File: src/rtl/list_walk_sched.sv
// Round-robin linked-list walker over an internal next-pointer table.
// Optional `LOOP_GUARD_EN` aborts walks longer than N_PTR elements with an err pulse.
module list_walk_sched #(
   parameter int N_PTR = 16,
   parameter int W     = $clog2(N_PTR),
   parameter int NREQ  = 4,
   parameter int LAT   = 3
) (
   input  logic                      clk,
   input  logic                      rst,
   input  logic                      wr_vld,
   input  logic [W-1:0]              wr_addr,
   input  logic [W-1:0]              wr_data,
   output logic                      wr_rdy,
   input  logic [NREQ-1:0]           req_vld,
   input  logic [NREQ*W-1:0]         req_ptr,
   output logic [NREQ-1:0]           req_rdy,
   output logic                      out_vld,
   output logic [W-1:0]              out_ptr,
   output logic [$clog2(NREQ)-1:0]   out_id,
   output logic                      out_last,
   output logic                      busy,
   output logic                      err
);

   localparam int IW = $clog2(NREQ);
   localparam int CW = $clog2(LAT + 1);

   typedef enum logic [1:0] {IDLE, ISSUE, WAIT} state_t;

   state_t         r_state, w_state_nxt;
   logic [IW-1:0]  r_prio, r_id;
   logic [W-1:0]   r_cur, r_raddr;
   logic [CW-1:0]  r_cnt;
   logic [W-1:0]   r_tbl [N_PTR];

   logic           w_any, w_can_gnt, w_wr_acc, w_last_wait, w_rnull, w_guard_hit, w_end;
   logic [IW-1:0]  w_gnt_idx;
   logic [W-1:0]   w_slot, w_rdata;

`ifdef LOOP_GUARD_EN
   localparam int EW = $clog2(N_PTR + 1);
   logic [EW-1:0]  r_elem;
   assign w_guard_hit = (r_elem == EW'(N_PTR - 1)) && !w_rnull;
`else
   assign w_guard_hit = 1'b0;
`endif

   // Scan from highest offset down so the lowest offset from r_prio wins.
   always_comb begin
      logic [IW-1:0] v_idx;
      w_any     = 1'b0;
      w_gnt_idx = '0;
      w_slot    = '0;
      for (int k = NREQ - 1; k >= 0; k--) begin
         v_idx = IW'((int'(r_prio) + k) % NREQ);
         if (req_vld[v_idx]) begin
            w_any     = 1'b1;
            w_gnt_idx = v_idx;
            w_slot    = req_ptr[v_idx*W +: W];
         end
      end
   end

   assign w_wr_acc    = wr_vld && (r_state == IDLE);
   assign w_can_gnt   = (r_state == IDLE) && !wr_vld && !rst && w_any;
   assign w_rdata     = r_tbl[r_raddr];
   assign w_rnull     = (w_rdata == '0);
   assign w_last_wait = (r_state == WAIT) && (r_cnt == '0);
   assign w_end       = w_rnull || w_guard_hit;

   always_comb begin
      w_state_nxt = r_state;
      req_rdy     = '0;
      unique case (r_state)
         IDLE: begin
            if (w_can_gnt) begin
               req_rdy = NREQ'(1) << w_gnt_idx;
               if (w_slot != '0) w_state_nxt = ISSUE;
            end
         end
         ISSUE: w_state_nxt = WAIT;
         WAIT: begin
            if (w_last_wait) w_state_nxt = w_end ? IDLE : ISSUE;
         end
         default: w_state_nxt = IDLE;
      endcase
   end

   assign wr_rdy   = (r_state == IDLE);
   assign busy     = (r_state != IDLE);
   assign out_vld  = w_last_wait;
   assign out_ptr  = w_last_wait ? r_cur : '0;
   assign out_id   = w_last_wait ? r_id : '0;
   assign out_last = w_last_wait && w_end;
   assign err      = w_last_wait && w_guard_hit;

   always_ff @(posedge clk or posedge rst) begin
      if (rst) begin
         r_state <= IDLE;
         r_prio  <= '0;
         r_id    <= '0;
         r_cur   <= '0;
         r_raddr <= '0;
         r_cnt   <= '0;
         for (int i = 0; i < N_PTR; i++) r_tbl[i] <= '0;
      end else begin
         r_state <= w_state_nxt;
         if (w_wr_acc && (wr_addr != '0)) r_tbl[wr_addr] <= wr_data;
         if (w_can_gnt) begin
            r_prio <= (w_gnt_idx == IW'(NREQ - 1)) ? '0 : w_gnt_idx + 1'b1;
            r_cur  <= w_slot;
            r_id   <= w_gnt_idx;
         end
         if (r_state == ISSUE) begin
            r_raddr <= r_cur;
            r_cnt   <= CW'(LAT - 1);
         end else if ((r_state == WAIT) && (r_cnt != '0)) begin
            r_cnt <= r_cnt - 1'b1;
         end
         if (w_last_wait) r_cur <= w_rdata;
      end
   end

`ifdef LOOP_GUARD_EN
   always_ff @(posedge clk or posedge rst) begin
      if (rst) begin
         r_elem <= '0;
      end else if (w_can_gnt) begin
         r_elem <= '0;
      end else if (w_last_wait) begin
         r_elem <= r_elem + 1'b1;
      end
   end
`endif

endmodule

File: config.mk
export PLATFORM = sky130hd
export DESIGN_NAME = list_walk_sched
export DESIGN_NICKNAME = d
export VERILOG_FILES = /design/src/rtl/list_walk_sched.sv
export SDC_FILE = /design/constraint.sdc
export NUM_CORES = 1
export LEC_CHECK = 0
export BUFFER_PORTS_ARGS = -buffer_cell sky130_fd_sc_hd__buf_2
export CAP_MARGIN = 20
export CORE_ASPECT_RATIO = 0.6
export CORE_MARGIN = 4
export CORE_UTILIZATION = 55
export CTS_CLUSTER_SIZE = 24
export DETAILED_ROUTE_END_ITERATION = 8
export GPL_ROUTABILITY_DRIVEN = 0
export PLACE_DENSITY = 0.8
export SYNTH_ARGS = -nofsm -noshare
export SYNTH_HDL_FRONTEND = slang
export SYNTH_SLANG_ARGS = --single-unit
File: constraint.sdc
create_clock -name clk -period 3.4 [get_ports clk]
set_input_delay 0.34 -clock clk [delete_from_list [all_inputs] [get_ports clk]]
set_output_delay 0.34 -clock clk [all_outputs]
set_load 0.03 [all_outputs]
==> flow_metrics.tcl <==
set metrics [dict create \
    grt_pass1_wl_um 18000 \
    p_int_mw 3.03 \
    wl_um 11000 \
    vias 3232 \
    cts.sinks 80 \
    grt_pass1_vias 3256 \
    seqCellArea_um2 2000 \
    worstPathRequired_ns 3.06 \
    ir_drop_v 0.000344 \
    nets 431 \
    insertion_delay_ns 0.34 \
    clockRootBuffer "clkbuf_16" \
    yosysSeqAreaShare_pct 43.1 \
    fin_worst_skew_ns 0.00744 \
    placement.io_buffers 44 \
    critPathLaunchType "flop" \
    cts_made_buffers 9 \
    io_pins 46 \
    yosys.area.top_type_share_pct 43.1 \
    p_sw_mw 1.55 \
    grt_max_degree 81 \
    ys.warnings.count 0 \
    mostFrequentLayoutCells "dfrtp_1 (80), buf_2 (44), mux2_1 (43)" \
    synth_edf_count 0 \
    syn-instance-count 362 \
    cp_max_fo 14 \
    clkPwrFrac_pct 24.6 \
    floorplan.initialDensity_pct 57.8 \
    whs_ns 0.141 \
    drv_cap 0 \
    tightest_slew_ns 0.778 \
    h-tree-depth 3 \
    fin_crit_ns 3.23 \
    cts_resized 0 \
    final_common_cell "dfrtp_1" \
    coreArea_um2 8040 \
    netSwitchingFraction_pct 33.8 \
    p_comb_share_pct 36.9 \
    die_y_um 79.2 \
    syn_to_final_growth_pct 13.2 \
    grtUsageTotal_pct 23.4 \
    fill_cells 568 \
    drv_slew 0 \
    postCtsHoldBufs 0 \
    tritoncts "built" \
    syn_avg_cell_area_um2 12.8 \
    synth_area_leader_cell "dfrtp_1" \
    status "finished, final reports clean" \
    dieArea_um2 10000 \
    crit_type "flop to primary output" \
    drive_gt1_share_pct 32.0 \
    endpoint_kind "primary output" \
    setup_viol 0 \
    power_per_cell_area_nw_per_um2 869 \
    n_antenna_cell 0 \
    multi_input_comb_area_um2 2440 \
    p_seq_share_pct 38.5 \
    wire_per_inst_um 21.6 \
    overflow 0 \
    avgViaCountPerCell 6.36 \
    synth_ff_type "dfrtp_1" \
    drc 0 \
    clk_pin_slew_ns 0.06 \
    first_iter_violations 350 \
    power_leakage_nw 2.39 \
    syn_nets 398 \
    syn_area_um2 4650 \
    die_w_um 127 \
    async_flop_share_pct 100 \
    arrival_ns 2.89 \
    min_period_over_period_pct 95.0 \
    cts_buffer_depth 2 \
    ys_types 55 \
    synthTopCellsByArea "dfrtp_1 (43%), mux4_2 (11%), mux2_1 (10%), mux2_2 (6.8%), mux4_1 (4.5%)" \
    drt_first_pass_iters 5 \
    tns_ns 0 \
    synth_seq_cells 80 \
    rsz0062_at_grt "false" \
    hold_viol_final 0 \
    post_cts_buffers 0 \
    fmax_mhz 310 \
    row_count 25 \
    antenna_found_initial 0 \
    min_path_type "input pin to asynchronous set/reset pin" \
    slew_headroom_pct 48.0 \
    dp_hpwl_um 8170 \
    drtAntennaViolNets 0 \
]
-- critical path, cell delays in order, from the launching register on --
cell and delay, ns:
dfrtp_1 0.81, buf_4 0.25, mux4_2 0.53, nor4_1 0.28
mux4_2 0.31, and2_1 0.17, buf_2 0.21
-- per-layer routing --
metal,vias to the layer above,GRT usage [%],wire [µm],share of wire [%]
met1,1666,34.8,5250,48
li1,1439,-,-,-
met4,0,4.82,63,0.57
met5,-,0,0,0
met3,7,8.94,935,8.5
met2,120,32.5,4730,43
-- path summary, 6_finish.rpt --
kind | startpoint | endpoint | slack, ns | cells past startpoint
setup / recovery | r_raddr[0] | out_last | 0.17 | 6
hold / removal | rst | r_tbl[62] | 0.14 | 3
setup reg to reg | r_prio[1] | r_state[0] | 0.79 | 7
hold reg to reg | r_tbl[61] | r_tbl[61] | 0.38 | 0
max in group asynchronous | rst | r_tbl[30] | 2.68 | 4
min in group clk | r_tbl[61] | r_tbl[61] | 0.38 | 0
-- logic make-up after synthesis --
| group | synth area share [%] |
|---|---|
| other | 0.0807 |
| multiplexers | 34.4 |
| AO/OA/AOI/OAI | 6.54 |
| AND/OR/NAND/NOR | 10.1 |
| buffers and inverters | 4.47 |
| adder cells (fa/ha/maj) | 1.35 |
| flip-flops | 43.1 |
-- Yosys cell counts (2+ instances only) --
| cell | count |
|---|---|
| mux2_1 | 43 |
| nor2b_1 | 4 |
| o21ai_0 | 7 |
| a221oi_1 | 2 |
| o22a_1 | 2 |
| mux2_2 | 28 |
| nand2b_1 | 2 |
| mux4_2 | 23 |
| and2_1 | 11 |
| o22ai_1 | 3 |
| inv_1 | 12 |
| nor4bb_1 | 3 |
| buf_4 | 2 |
| a21oi_1 | 8 |
| nand3_1 | 3 |
| inv_2 | 2 |
| o21a_1 | 2 |
| nor3_1 | 2 |
| nor2_1 | 17 |
| ha_1 | 5 |
| nor2_2 | 3 |
| dfrtp_1 | 80 |
| mux4_1 | 8 |
| or3_1 | 2 |
| nor4_2 | 2 |
| o2bb2ai_1 | 2 |
| clkbuf_1 | 13 |
| o31ai_1 | 5 |
| buf_6 | 2 |
| buf_2 | 9 |
| a211oi_1 | 2 |
| nor4_1 | 4 |
| nand2_1 | 15 |
| a22oi_1 | 6 |
| mux2i_1 | 7 |
| nor3b_1 | 2 |
-- registers in the layout, summed over array words and instances (netlist names) --
register  flops
r_tbl        64
r_cur         4
r_raddr       4
r_cnt         2
r_id          2
r_prio        2
r_state       2
-- power groups by stage --
stage	logic (mW)	registers, mW	clock network, mW
2_1_floorplan	1.51	1.49	0
3_3_place_gp	1.59	1.74	0
3_5_place_dp	1.67	1.76	0
4_1_cts	1.68	1.75	1.14
5_1_grt	1.84	1.81	1.19
6_report	1.69	1.76	1.13
-- metrics by stage --
| stage | setup WS (ns) | cells | cell area, µm² | power, mW | utilization [%] |
|---|---|---|---|---|---|
| 2_1_floorplan | 1.01 | 362 | 4650 | 2.99 | - |
| 3_3_place_gp | 0.682 | 491 | 4890 | 3.34 | 60.8 |
| 3_5_place_dp | 0.569 | 491 | 4890 | 3.43 | 60.8 |
| 4_1_cts | 0.196 | 507 | 5240 | 4.57 | 65.2 |
| 5_1_grt | 0.0509 | 508 | 5260 | 4.83 | 65.5 |
| 6_report | 0.169 | 508 | 5260 | 4.57 | 65.5 |
-- cell type report --
class                           count  area share (%)
Clock buffer                       11            4.80
Inverter                           14           0.999
Multi-Input combinational cell    240            46.4
Timing Repair Buffer               50            5.28
Tap cell                          108            2.57
Sequential cell                    80            38.0
Clock inverter                      5            1.95
Note: power is estimated with default switching activity, not from simulation.
